--- src/rtl/punc_mem_bridge_if.sv ---
// punc_mem_bridge_if: CPU-side and memory-side signals of the PUnC memory bridge
interface punc_mem_bridge_if;
  logic        cpu_req;
  logic        cpu_we;
  logic [15:0] cpu_addr;
  logic [15:0] cpu_wdata;
  logic [15:0] cpu_rdata;
  logic        cpu_done;
  logic        cpu_busy;
  logic        mem_req;
  logic        mem_we;
  logic [15:0] mem_addr;
  logic [15:0] mem_wdata;
  logic        mem_ack;
  logic [15:0] mem_rdata;
  logic        timeout;
  modport slave (
    input  cpu_req, cpu_we, cpu_addr, cpu_wdata, mem_ack, mem_rdata,
    output cpu_rdata, cpu_done, cpu_busy, mem_req, mem_we, mem_addr, mem_wdata, timeout
  );
  modport master (
    output cpu_req, cpu_we, cpu_addr, cpu_wdata, mem_ack, mem_rdata,
    input  cpu_rdata, cpu_done, cpu_busy, mem_req, mem_we, mem_addr, mem_wdata, timeout
  );
endinterface

--- src/rtl/punc_mem_bridge.sv ---
// punc_mem_bridge: single-outstanding CPU-to-memory bridge with bounded wait and sticky timeout
module punc_mem_bridge #(
  parameter logic [7:0] TIMEOUT_CYCLES = 8'd255
) (
  input logic clk,
  input logic rst,
  punc_mem_bridge_if.slave bus
);
  typedef enum logic [1:0] {IDLE, REQ, DONE} state_t;
  state_t      state_q, state_d;
  logic [7:0]  cnt_q, cnt_d;
  logic        we_q, we_d;
  logic [15:0] addr_q, addr_d;
  logic [15:0] wdata_q, wdata_d;
  logic [15:0] rdata_q, rdata_d;
  logic        to_q, to_d;
  always_comb begin
    state_d = state_q;
    cnt_d   = cnt_q;
    we_d    = we_q;
    addr_d  = addr_q;
    wdata_d = wdata_q;
    rdata_d = rdata_q;
    to_d    = to_q;
    case (state_q)
      IDLE: if (bus.cpu_req) begin
        we_d    = bus.cpu_we;
        addr_d  = bus.cpu_addr;
        wdata_d = bus.cpu_wdata;
        cnt_d   = 8'd0;
        state_d = REQ;
      end
      REQ: if (bus.mem_ack) begin
        rdata_d = we_q ? rdata_q : bus.mem_rdata;
        state_d = DONE;
      end else if (cnt_q == TIMEOUT_CYCLES - 8'd1) begin
        to_d    = 1'b1;
        state_d = DONE;
      end else begin
        cnt_d = cnt_q + 8'd1;
      end
      default: state_d = IDLE;
    endcase
  end
  always_ff @(posedge clk) begin
    if (rst) begin
      state_q <= IDLE;
      cnt_q   <= 8'd0;
      we_q    <= 1'b0;
      addr_q  <= 16'd0;
      wdata_q <= 16'd0;
      rdata_q <= 16'd0;
      to_q    <= 1'b0;
    end else begin
      state_q <= state_d;
      cnt_q   <= cnt_d;
      we_q    <= we_d;
      addr_q  <= addr_d;
      wdata_q <= wdata_d;
      rdata_q <= rdata_d;
      to_q    <= to_d;
    end
  end
  assign bus.mem_req   = state_q == REQ;
  assign bus.cpu_done  = state_q == DONE;
  assign bus.cpu_busy  = state_q != IDLE;
  assign bus.mem_we    = we_q;
  assign bus.mem_addr  = addr_q;
  assign bus.mem_wdata = wdata_q;
  assign bus.cpu_rdata = rdata_q;
  assign bus.timeout   = to_q;
endmodule
--- src/flat_wrapper.sv ---
// flat-port wrapper written by rule: the top's interface ports become plain ports
module punc_mem_bridge_flat 
#(
  parameter logic [7:0] TIMEOUT_CYCLES = 8'd255
)
  (clk, rst, bus_cpu_req, bus_cpu_we, bus_cpu_addr, bus_cpu_wdata, bus_mem_ack, bus_mem_rdata, bus_cpu_rdata, bus_cpu_done, bus_cpu_busy, bus_mem_req, bus_mem_we, bus_mem_addr, bus_mem_wdata, bus_timeout);
  punc_mem_bridge_if bus_i ();
  input logic clk;
  input logic rst;
  input wire logic [$bits(bus_i.cpu_req)-1:0] bus_cpu_req;
  input wire logic [$bits(bus_i.cpu_we)-1:0] bus_cpu_we;
  input wire logic [$bits(bus_i.cpu_addr)-1:0] bus_cpu_addr;
  input wire logic [$bits(bus_i.cpu_wdata)-1:0] bus_cpu_wdata;
  input wire logic [$bits(bus_i.mem_ack)-1:0] bus_mem_ack;
  input wire logic [$bits(bus_i.mem_rdata)-1:0] bus_mem_rdata;
  output wire logic [$bits(bus_i.cpu_rdata)-1:0] bus_cpu_rdata;
  output wire logic [$bits(bus_i.cpu_done)-1:0] bus_cpu_done;
  output wire logic [$bits(bus_i.cpu_busy)-1:0] bus_cpu_busy;
  output wire logic [$bits(bus_i.mem_req)-1:0] bus_mem_req;
  output wire logic [$bits(bus_i.mem_we)-1:0] bus_mem_we;
  output wire logic [$bits(bus_i.mem_addr)-1:0] bus_mem_addr;
  output wire logic [$bits(bus_i.mem_wdata)-1:0] bus_mem_wdata;
  output wire logic [$bits(bus_i.timeout)-1:0] bus_timeout;
  assign bus_i.cpu_req = bus_cpu_req;
  assign bus_i.cpu_we = bus_cpu_we;
  assign bus_i.cpu_addr = bus_cpu_addr;
  assign bus_i.cpu_wdata = bus_cpu_wdata;
  assign bus_i.mem_ack = bus_mem_ack;
  assign bus_i.mem_rdata = bus_mem_rdata;
  assign bus_cpu_rdata = bus_i.cpu_rdata;
  assign bus_cpu_done = bus_i.cpu_done;
  assign bus_cpu_busy = bus_i.cpu_busy;
  assign bus_mem_req = bus_i.mem_req;
  assign bus_mem_we = bus_i.mem_we;
  assign bus_mem_addr = bus_i.mem_addr;
  assign bus_mem_wdata = bus_i.mem_wdata;
  assign bus_timeout = bus_i.timeout;
  punc_mem_bridge #(.TIMEOUT_CYCLES(TIMEOUT_CYCLES)) u_core (.clk(clk), .rst(rst), .bus(bus_i));
endmodule
--- config.mk ---
export PLATFORM = sky130hd
export DESIGN_NAME = punc_mem_bridge_flat
export DESIGN_NICKNAME = d
export VERILOG_FILES = /design/src/rtl/punc_mem_bridge_if.sv /design/src/rtl/punc_mem_bridge.sv /design/src/flat_wrapper.sv
export SDC_FILE = /design/constraint.sdc
export NUM_CORES = 1
export LEC_CHECK = 0
export ABC_CLOCK_PERIOD_IN_PS = 2420
export CAP_MARGIN = 30
export CORE_MARGIN = 3
export CORE_UTILIZATION = 44
export DETAILED_ROUTE_END_ITERATION = 10
export MAX_ROUTING_LAYER = met4
export PLACE_DENSITY = 0.94
export RECOVER_POWER = 25
export SKIP_LAST_GASP = 1
export SLEW_MARGIN = 15
export SYNTH_ARGS = -nofsm -noshare
export SYNTH_HDL_FRONTEND = slang
export SYNTH_SLANG_ARGS = --single-unit
--- constraint.sdc ---
create_clock -name clk -period 2.42 [get_ports clk]
set_clock_uncertainty 0.2 [all_clocks]
set_input_delay 0.484 -clock clk [delete_from_list [all_inputs] [get_ports clk]]
set_output_delay 0.484 -clock clk [all_outputs]
set_load 0.01 [all_outputs]
* Word level (Yosys, flattened, before mapping)
Index checks and enable logic that the tools add are counted.
** Cells by class
- Add/subtract/negate cells :: 1
- Equality and inequality tests :: 7
- Multiplexer cells :: 8
- Bitwise logic cells :: 2
- Reductions and logical operators :: 8
** Operator list (count)
- $mux W8 :: 3
- $pmux W8 S2 :: 1
- $add A8 B1 Y8 const B :: 1
- $eq A8 B8 Y1 const B :: 1
- $mux W2 :: 3
- $ne A2 B2 Y1 const B :: 3
- $reduce_and A3 Y1 :: 2
- $pmux W2 S2 :: 1
- $reduce_and A2 Y1 :: 2
- $reduce_and A4 Y1 :: 1
- $reduce_bool A2 Y1 :: 2
- $ne A3 B2 Y1 const B :: 1
- $eq A2 B1 Y1 const B :: 1
- $eq A2 B2 Y1 const B :: 1
- $logic_not A2 Y1 :: 1
- $not A1 Y1 :: 2
** Storage, ports and cells
- Register bits :: 60
- Input bits :: 53
- Output and inout port bits :: 53
- Logic and storage cells :: 33

* Longest topological paths before layout
Gate-level depths: netlist of the first run.
- Word-level depth :: 4
- Gate-level depth with buffers :: 7
- Mapped depth without buffers :: 6

* Worst setup path before layout of the first run
No wires, ideal clock.
- Path type :: register to register
- Start point :: reg u_core.cnt_q[0]
- End point :: reg u_core.cnt_q[1]
- Library setup time :: 0.070 ns
- Arrival time :: 1.399 ns
- Data required time :: 2.150 ns
- Slack :: 0.751 ns
- Stages on the path, launching flop included :: 7
- Buffers on the path :: 0
- Period minus slack after synthesis :: 1.669 ns
- Cell sequence :: dfxtp_1 > inv_1 > ha_1 > nand3_1 > o21ai_2 > or4b_1 > a21oi_1
** Between the ends
- Longest elaborated chain between the ends :: 4
- Elaborated cells on any way between the ends :: 7
- Classes of those cells :: add/sub (1); eq/ne (2); mux (3); reduce/logical (1)
** RTL lines
- from (decl) :: RTL line punc_mem_bridge.sv:11 : logic [7:0] cnt_q, cnt_d;
- from (signal assigned) :: RTL line punc_mem_bridge.sv:56 : cnt_q <= cnt_d;
- $add A8 B1 Y8 :: RTL line punc_mem_bridge.sv:40 : cnt_d = cnt_q + 8'd1;
- $mux W8 :: RTL line punc_mem_bridge.sv:36 : end else if (cnt_q == TIMEOUT_CYCLES - 8'd1) begin
- $mux W8 :: RTL line punc_mem_bridge.sv:33 : REQ: if (bus.mem_ack) begin
- $pmux W8 S2 :: RTL line punc_mem_bridge.sv:25 : case (state_q)
Several ways; a longest one is shown, not always the timed one. The select of a mux whose other input is x is not followed.
A chain may end at the register's enable or synchronous reset.

* Worst setup path after layout of the first run
- Start point :: in bus_mem_ack
- End point :: reg u_core.cnt_q[1]
** Between the ends
- Longest elaborated chain between the ends :: 2
** RTL lines
- from (decl) :: RTL line flat_wrapper.sv:14 : input wire logic [$bits(bus_i.mem_ack)-1:0] bus_mem_ack;
- $ne A2 B2 Y1 (no source line)
- $reduce_and A4 Y1 (no source line)
No other way between the ends.

==> qor.csv, run 1 <==
stage;metric;value;unit
layout;most common cell after layout, fill and taps aside;nand2_1;
floorplanning;I/O Pins;106;
worst_setup_path;cell chain of the critical path;dlygate4sd3_1 -> nor3b_1 -> o21ai_2 -> or4b_1 -> a21oi_1;
sta;fin. max-slew vios;0;
worst_setup_path;r2r endpoint;u_core.cnt_q[1]$_SDFFE_PP0P_;
synth;largest family of logic cells by synthesized area;simple AND/OR/NAND/NOR gates;
floorplanning;row cnt;25;
synth;Distinct cells, synth;29;
floorplanning;Initial Util;46.5;%
global_routing;initial antenna violation count;0;
synth;Net Count, Synth;340;
synth;top cells by area, synth;dfxtp_1, nand2_1, a21oi_1;
layout;Layout Cells excl Fill;464;
power_and_ir_drop;PD cells;699;nW/um2
worst_setup_path;CP max FO;4;
clocking;clock sink count;60;
flow_run;max cap viols;0;
clocking;H-tree Lvls;3;
detailed_routing;initial drt markers;174;
worst_setup_path;Max stage delay on crit path;0.60;ns
sta;Final Cycle Share;92.6;%
clocking;worst-case clock buffer depth;2;
place;port bufs;105;
detailed_routing;mean number of vias per cell;5.07;
min_path;Worst Hold Depth;2;
synth;Synth top area share;53.2;%
layout;area grow syn2layout;59.5;%
min_path;worst hold path class;reg -> reg;
synth;register area share after synthesis;53.2;%
sta;f_max;446;MHz
floorplanning;die height;77.6;um
synth;XOR/XNOR Fraction of Synth Area;0;%
layout;Core Util, Final;74.2;%
place;RD Place Congestion;0.803;
clocking;CTS Hold Bufs;0;
clocking;CTS root buffer;clkbuf_8;
layout;commonest non-fill, non-tap cells in the layout;nand2_1, clkdlybuf4s50_1, dfxtp_1;
layout;Nets;448;
power_and_ir_drop;worst vdd ir;0.565;mV
sta;hold slack;0.250;ns
sta;measured slew at the worst slew-check pin;0.683;ns
synth;Mapped Cells;285;
sta;Final setup viols;0;
worst_setup_path;required time of the critical path;2.49;ns
clocking;PostCTS Resize Cnt;0;
clocking;Post-CTS Setup Bufs;0;
global_routing;total congestion overflow;0;
floorplanning;Total Die Area;6020;um2
min_path;Hold Path End;u_core.bus.mem_addr[7]$_SDFFE_PP0P_;
sta;Hold Fails Final Rpt;0;
sta;Rel. slew slack;54.5;%
global_routing;vias in the first global route;2211;
synth;Synth Area in Simple Gates;26.2;%
synth;mux cell area share after synthesis;0.444;%
clocking;Clock Latency Late Sink;0.33;ns
global_routing;total track usage;22.8;%
worst_setup_path;crit path kind;in -> reg;
sta;RSZ-0062 raised after global routing;no;
worst_setup_path;Critical Path Sink Type;flip-flop;
detailed_routing;via count;2354;
layout;ANT cells;0;
power_and_ir_drop;Leak Pwr;1.34;nW
detailed_routing;Post-Route WL;6.58;mm
synth;Seq cells post-synth;60;
worst_setup_path;setup slack, reg-to-reg;0.52;ns
synth;Yosys warning total;0;
sta;final worst path period need;2.24;ns
worst_setup_path;reg-to-reg critical path startpoint;u_core.state_q[1]$_SDFFE_PP0P_;
place;HPWL after DPL;4.50;mm
synth;Avg Inst Size Synth;7.92;um2
sta;final setup TNS;0;ns
synth;Post-Syn Area;2260;um2
outcome;outcome;finished, final reports clean;
worst_setup_path;Crit-path slowest cell;dlygate4sd3_1;
clocking;CTS buffer count;9;
synth;Compound-Gate Fraction of Synth Area;15.6;%
power_and_ir_drop;total power;2.52;mW
synth;Synth area leader;dfxtp_1;
min_path;min-delay src;u_core.bus.mem_addr[7]$_SDFFE_PP0P_;
detailed_routing;drt drc;0;
place;dpl cells;449;
global_routing;first-pass GRT wire length;10.6;mm
clocking;CTS clk-pin slew, worst paths;0.06;ns
clocking;CTS tree;done;
layout;share of layout cells above drive strength 1;6.55;%
detailed_routing;Initial DRT Pass Iterations;5;
worst_setup_path;r2r worst-path depth;4;
synth;adder-cell area share of the yosys netlist;1.11;%
floorplanning;Core Box Area;4850;um2
worst_setup_path;CP arrival;2.31;ns
worst_setup_path;Startpoint Class;input port;
detailed_routing;mean routed wirelength per cell;14.2;um
floorplanning;die width;77.6;um
global_routing;largest net degree at the start of global routing;37;
detailed_routing;post-route antenna net violation count;0;
==> worst max-delay path: cells and delay by family <==
| kind | cells | cell delay (ns) |
|---|---|---|
| AND/OR/NAND/NOR | 2 | 0.95 |
| buffers and inverters | 1 | 0.60 |
| AO/OA/AOI/OAI | 2 | 0.28 |
==> cells by family after synthesis <==
group / count (synthesis)
flops: 60
fa+ha+maj: 2
buf+inv: 19
compound gates: 66
simple gates: 137
mux: 1
==> Yosys cell counts <==
| cell | count |
|---|---|
| o21a_1 | 2 |
| a31oi_1 | 3 |
| o211ai_1 | 1 |
| clkbuf_1 | 13 |
| or4b_1 | 1 |
| nor3_2 | 1 |
| nor3b_2 | 1 |
| or3b_1 | 1 |
| nand3b_1 | 1 |
| dfxtp_1 | 60 |
| buf_2 | 3 |
| nor3b_4 | 1 |
| nand4_1 | 1 |
| a21boi_0 | 1 |
| nand2_1 | 107 |
| ha_1 | 2 |
| nor2b_1 | 1 |
| a21oi_1 | 56 |
| o21ai_0 | 1 |
| mux2i_1 | 1 |
| inv_1 | 3 |
| nor4_1 | 1 |
| o21ai_2 | 1 |
| nor3b_1 | 1 |
| o211a_1 | 1 |
| nor2_1 | 8 |
| nand3_1 | 10 |
| and2b_1 | 1 |
| and3b_1 | 1 |
==> layer usage <==
metal  share of wire, %  up-vias  track usage, %
met4                3.4        0            13.3
met2                 51       82            37.8
met5                  0        -               -
met3                4.8       17            4.76
met1                 41     1102            25.3
li1                   -     1153               -
==> registers in the layout (all words and copies together) (netlist names) <==
name / flops
u_core.bus.mem_we: 1
u_core.bus.mem_wdata: 16
u_core.state_q: 2
u_core.bus.timeout: 1
u_core.bus.cpu_rdata: 16
u_core.cnt_q: 8
u_core.bus.mem_addr: 16
==> final cells by class <==
type | count | area [um2]
multi-input combinational | 206 | 963
tap | 67 | 83.8
timing repair buffer | 113 | 1100
clock inverter | 5 | 100
clock buffer | 10 | 138
sequential | 60 | 1200
fill | 336 | 1250
inverter | 3 | 11.3
==> per-stage QoR <==
stage | cell area (um2) | setup WS, ns
2_1_floorplan | 2260 | 0.751
6_report | 3600 | 0.179
5_1_grt | 3600 | 0.119
4_1_cts | 3640 | 0.0772
3_3_place_gp | 3400 | 0.233
3_5_place_dp | 3400 | 0.185
==> power breakdown <==
group          internal, mW  leakage (nW)  switching, mW
logic                 0.200         0.727          0.163
registers              1.04         0.490         0.0283
clock network         0.703         0.122          0.384
total                  1.94          1.34          0.575
==> worst max path at each step <==
stage                                    from                            to  slack [ns]
2_1_floorplan    u_core.cnt_q[0]$_SDFFE_PP0P_  u_core.cnt_q[1]$_SDFFE_PP0P_        0.75
3_3_place_gp                      bus_mem_ack  u_core.cnt_q[1]$_SDFFE_PP0P_        0.23
5_1_grt        u_core.state_q[0]$_SDFFE_PP0P_                   bus_mem_req        0.12
6_report                          bus_mem_ack  u_core.cnt_q[1]$_SDFFE_PP0P_        0.18
3_5_place_dp                      bus_mem_ack  u_core.cnt_q[1]$_SDFFE_PP0P_        0.19
4_1_cts        u_core.state_q[0]$_SDFFE_PP0P_                   bus_mem_req        0.08
Power figures use the tool's default switching activity.
==> inputs of run 2 (changes only) <==
--- a/config.mk
+++ b/config.mk
@@ -5,7 +5,6 @@
 export SDC_FILE = /design/constraint.sdc
 export NUM_CORES = 1
 export LEC_CHECK = 0
-export ABC_CLOCK_PERIOD_IN_PS = 2420
 export CAP_MARGIN = 30
 export CORE_MARGIN = 3
 export CORE_UTILIZATION = 44
==> results of run 2 <==
Same layout as run 1: the final DEF is identical, and so are final timing and power.
==> inputs of run 3 (changes only) <==
--- a/config.mk
+++ b/config.mk
@@ -10,8 +10,9 @@
 export CORE_UTILIZATION = 44
 export DETAILED_ROUTE_END_ITERATION = 10
 export MAX_ROUTING_LAYER = met4
-export PLACE_DENSITY = 0.94
+export PLACE_DENSITY_LB_ADDON = 0.08
 export RECOVER_POWER = 25
+export SKIP_CTS_REPAIR_TIMING = 1
 export SKIP_LAST_GASP = 1
 export SLEW_MARGIN = 15
 export SYNTH_ARGS = -nofsm -noshare
==> run 3 against run 2 <==
  * Setup slack better by 0.050 ns
  * Wire length is 7.1% lower
  * Power fell by 11%
  * Critical path depth fell by 2
  * Register-to-register slack about the same
  * Hold slack better by 0.0031 ns
  * Die area unchanged
  * Critical endpoint is now bus_cpu_busy
  * Largest cell class unchanged
  * Highest routed layer unchanged
==> qor.csv, run 3 (synthesis gave the netlist of run 1 again) <==
stage;metric;value;unit;change
sta;Final setup viols;0;;unchanged
sta;measured slew at the worst slew-check pin;0.694;ns;was 0.683 ns
floorplanning;die height;77.6;um;unchanged
clocking;CTS tree;done;;unchanged
clocking;H-tree Lvls;3;;unchanged
floorplanning;row cnt;25;;unchanged
worst_setup_path;required time of the critical path;1.74;ns;was 2.49 ns
place;placed cell areas;3400;um2;unchanged
clocking;CTS clk-pin slew, worst paths;0.06;ns;about the same
power_and_ir_drop;PD cells;630;nW/um2;was 699 nW/um2
layout;Layout Cell Area excl Fill;3540;um2;was 3600 um2
power_and_ir_drop;worst vdd ir;0.564;mV;was 0.565 mV
worst_setup_path;CP arrival;1.51;ns;was 2.31 ns
sta;final worst slack;0.229;ns;was 0.179 ns
sta;Hold Fails Final Rpt;0;;unchanged
global_routing;first-pass GRT wire length;10.2;mm;was 10.6 mm
clocking;Clock Latency Late Sink;0.33;ns;about the same
worst_setup_path;Critical Path Sink Type;output port;;was flip-flop
worst_setup_path;CP max FO;8;;was 4
clocking;worst-case clock buffer depth;2;;unchanged
sta;final setup TNS;0;ns;unchanged
sta;RSZ-0062 raised after global routing;no;;unchanged
layout;ANT cells;0;;unchanged
layout;most common cell after layout, fill and taps aside;nand2_1;;unchanged
floorplanning;Initial Util;46.5;%;unchanged
global_routing;initial antenna violation count;0;;unchanged
sta;hold slack;0.253;ns;was 0.250 ns
layout;commonest non-fill, non-tap cells in the layout;nand2_1, clkdlybuf4s50_1, dfxtp_1;;unchanged
place;port bufs;105;;unchanged
place;Setup Slack @ Placement;0.197;ns;was 0.185 ns
sta;f_max;456;MHz;was 446 MHz
flow_run;max cap viols;0;;unchanged
sta;final worst path period need;2.19;ns;was 2.24 ns
place;HPWL after DPL;4.27;mm;was 4.50 mm
floorplanning;die width;77.6;um;unchanged
layout;fill cell count;393;;was 336
clocking;clock sink count;60;;unchanged
detailed_routing;post-route antenna net violation count;0;;unchanged
floorplanning;Core Box Area;4850;um2;unchanged
global_routing;largest net degree at the start of global routing;45;;was 37
detailed_routing;via count;2237;;was 2354
layout;Core Util, Final;73.0;%;was 74.2%
sta;fin. max-slew vios;0;;unchanged
clocking;CTS buffer count;9;;unchanged
floorplanning;I/O Pins;106;;unchanged
sta;Final Cycle Share;90.5;%;was 92.6%
power_and_ir_drop;Leak Pwr;1.30;nW;was 1.34 nW
outcome;outcome;finished, final reports clean;;unchanged
detailed_routing;mean routed wirelength per cell;13.2;um;was 14.2 um
global_routing;total track usage;22.2;%;was 22.8%
global_routing;vias in the first global route;2243;;was 2211
global_routing;total congestion overflow;0;;unchanged
layout;Nets;448;;unchanged
clocking;CTS root buffer;clkbuf_8;;unchanged
detailed_routing;drt drc;0;;unchanged
worst_setup_path;crit path kind;reg -> out;;was in -> reg
min_path;worst hold path class;reg -> reg;;unchanged
detailed_routing;initial drt markers;100;;was 174
layout;area grow syn2layout;56.8;%;was 59.5%
detailed_routing;Initial DRT Pass Iterations;4;;was 5
detailed_routing;Post-Route WL;6.11;mm;was 6.58 mm
detailed_routing;mean number of vias per cell;4.83;;was 5.07
sta;Rel. slew slack;53.7;%;was 54.5%
worst_setup_path;Startpoint Class;flip-flop;;was input port
floorplanning;Total Die Area;6020;um2;unchanged
place;RD Place Congestion;0.794;;was 0.803
layout;share of layout cells above drive strength 1;5.30;%;was 6.55%
## run 3: final cells by class
cell class                 instances  area, um2  area share [%]
clock buffer                      13        169            4.77
clock inverter                     1       7.51           0.212
inverter                           3       11.3           0.318
multi-input combinational        206        960            27.1
sequential                        60       1200            34.0
tap                               67       83.8            2.37
timing repair buffer             113       1100            31.2
## run 3: routing by layer
metal,wire [um],vias up,global-route usage [%]
li1,-,1152,-
met2,2850,76,34.1
met5,0,-,-
met3,503,13,8.24
met4,150,0,12.3
met1,2610,996,24.9
## run 3: final timing paths
| check | cells past startpoint | slack, ns | to | start |
|---|---|---|---|---|
| worst min-delay path | 2 | 0.25 | u_core.bus.mem_wdata[6]$_SDFFE_PP0P_ | u_core.bus.mem_wdata[6]$_SDFFE_PP0P_ |
| worst min register to register | 2 | 0.25 | u_core.bus.mem_wdata[6]$_SDFFE_PP0P_ | u_core.bus.mem_wdata[6]$_SDFFE_PP0P_ |
| worst max-delay path | 3 | 0.23 | bus_cpu_busy | u_core.state_q[1]$_SDFFE_PP0P_ |
| worst max register to register | 5 | 0.51 | u_core.cnt_q[4]$_SDFFE_PP0P_ | u_core.cnt_q[3]$_SDFFE_PP0P_ |
## run 3: metrics by stage
stage,power (mW),std cells
final,2.23,463
after global routing,2.34,463
after CTS,2.27,463
after detailed placement,1.46,449
after global placement,1.45,449
after floorplan,1.23,285
## run 3: worst max-delay path, cell delays in order, from the launching register on
cell             delay, ns
dfxtp_1               0.48
nor2_1                0.10
inv_1                 0.07
clkdlybuf4s50_1       0.53
## run 3: report_power, final
group	total [mW]	switching (mW)	internal, mW
clock	0.806	0.362	0.445
combinational	0.359	0.157	0.202
sequential	1.07	0.0276	1.04
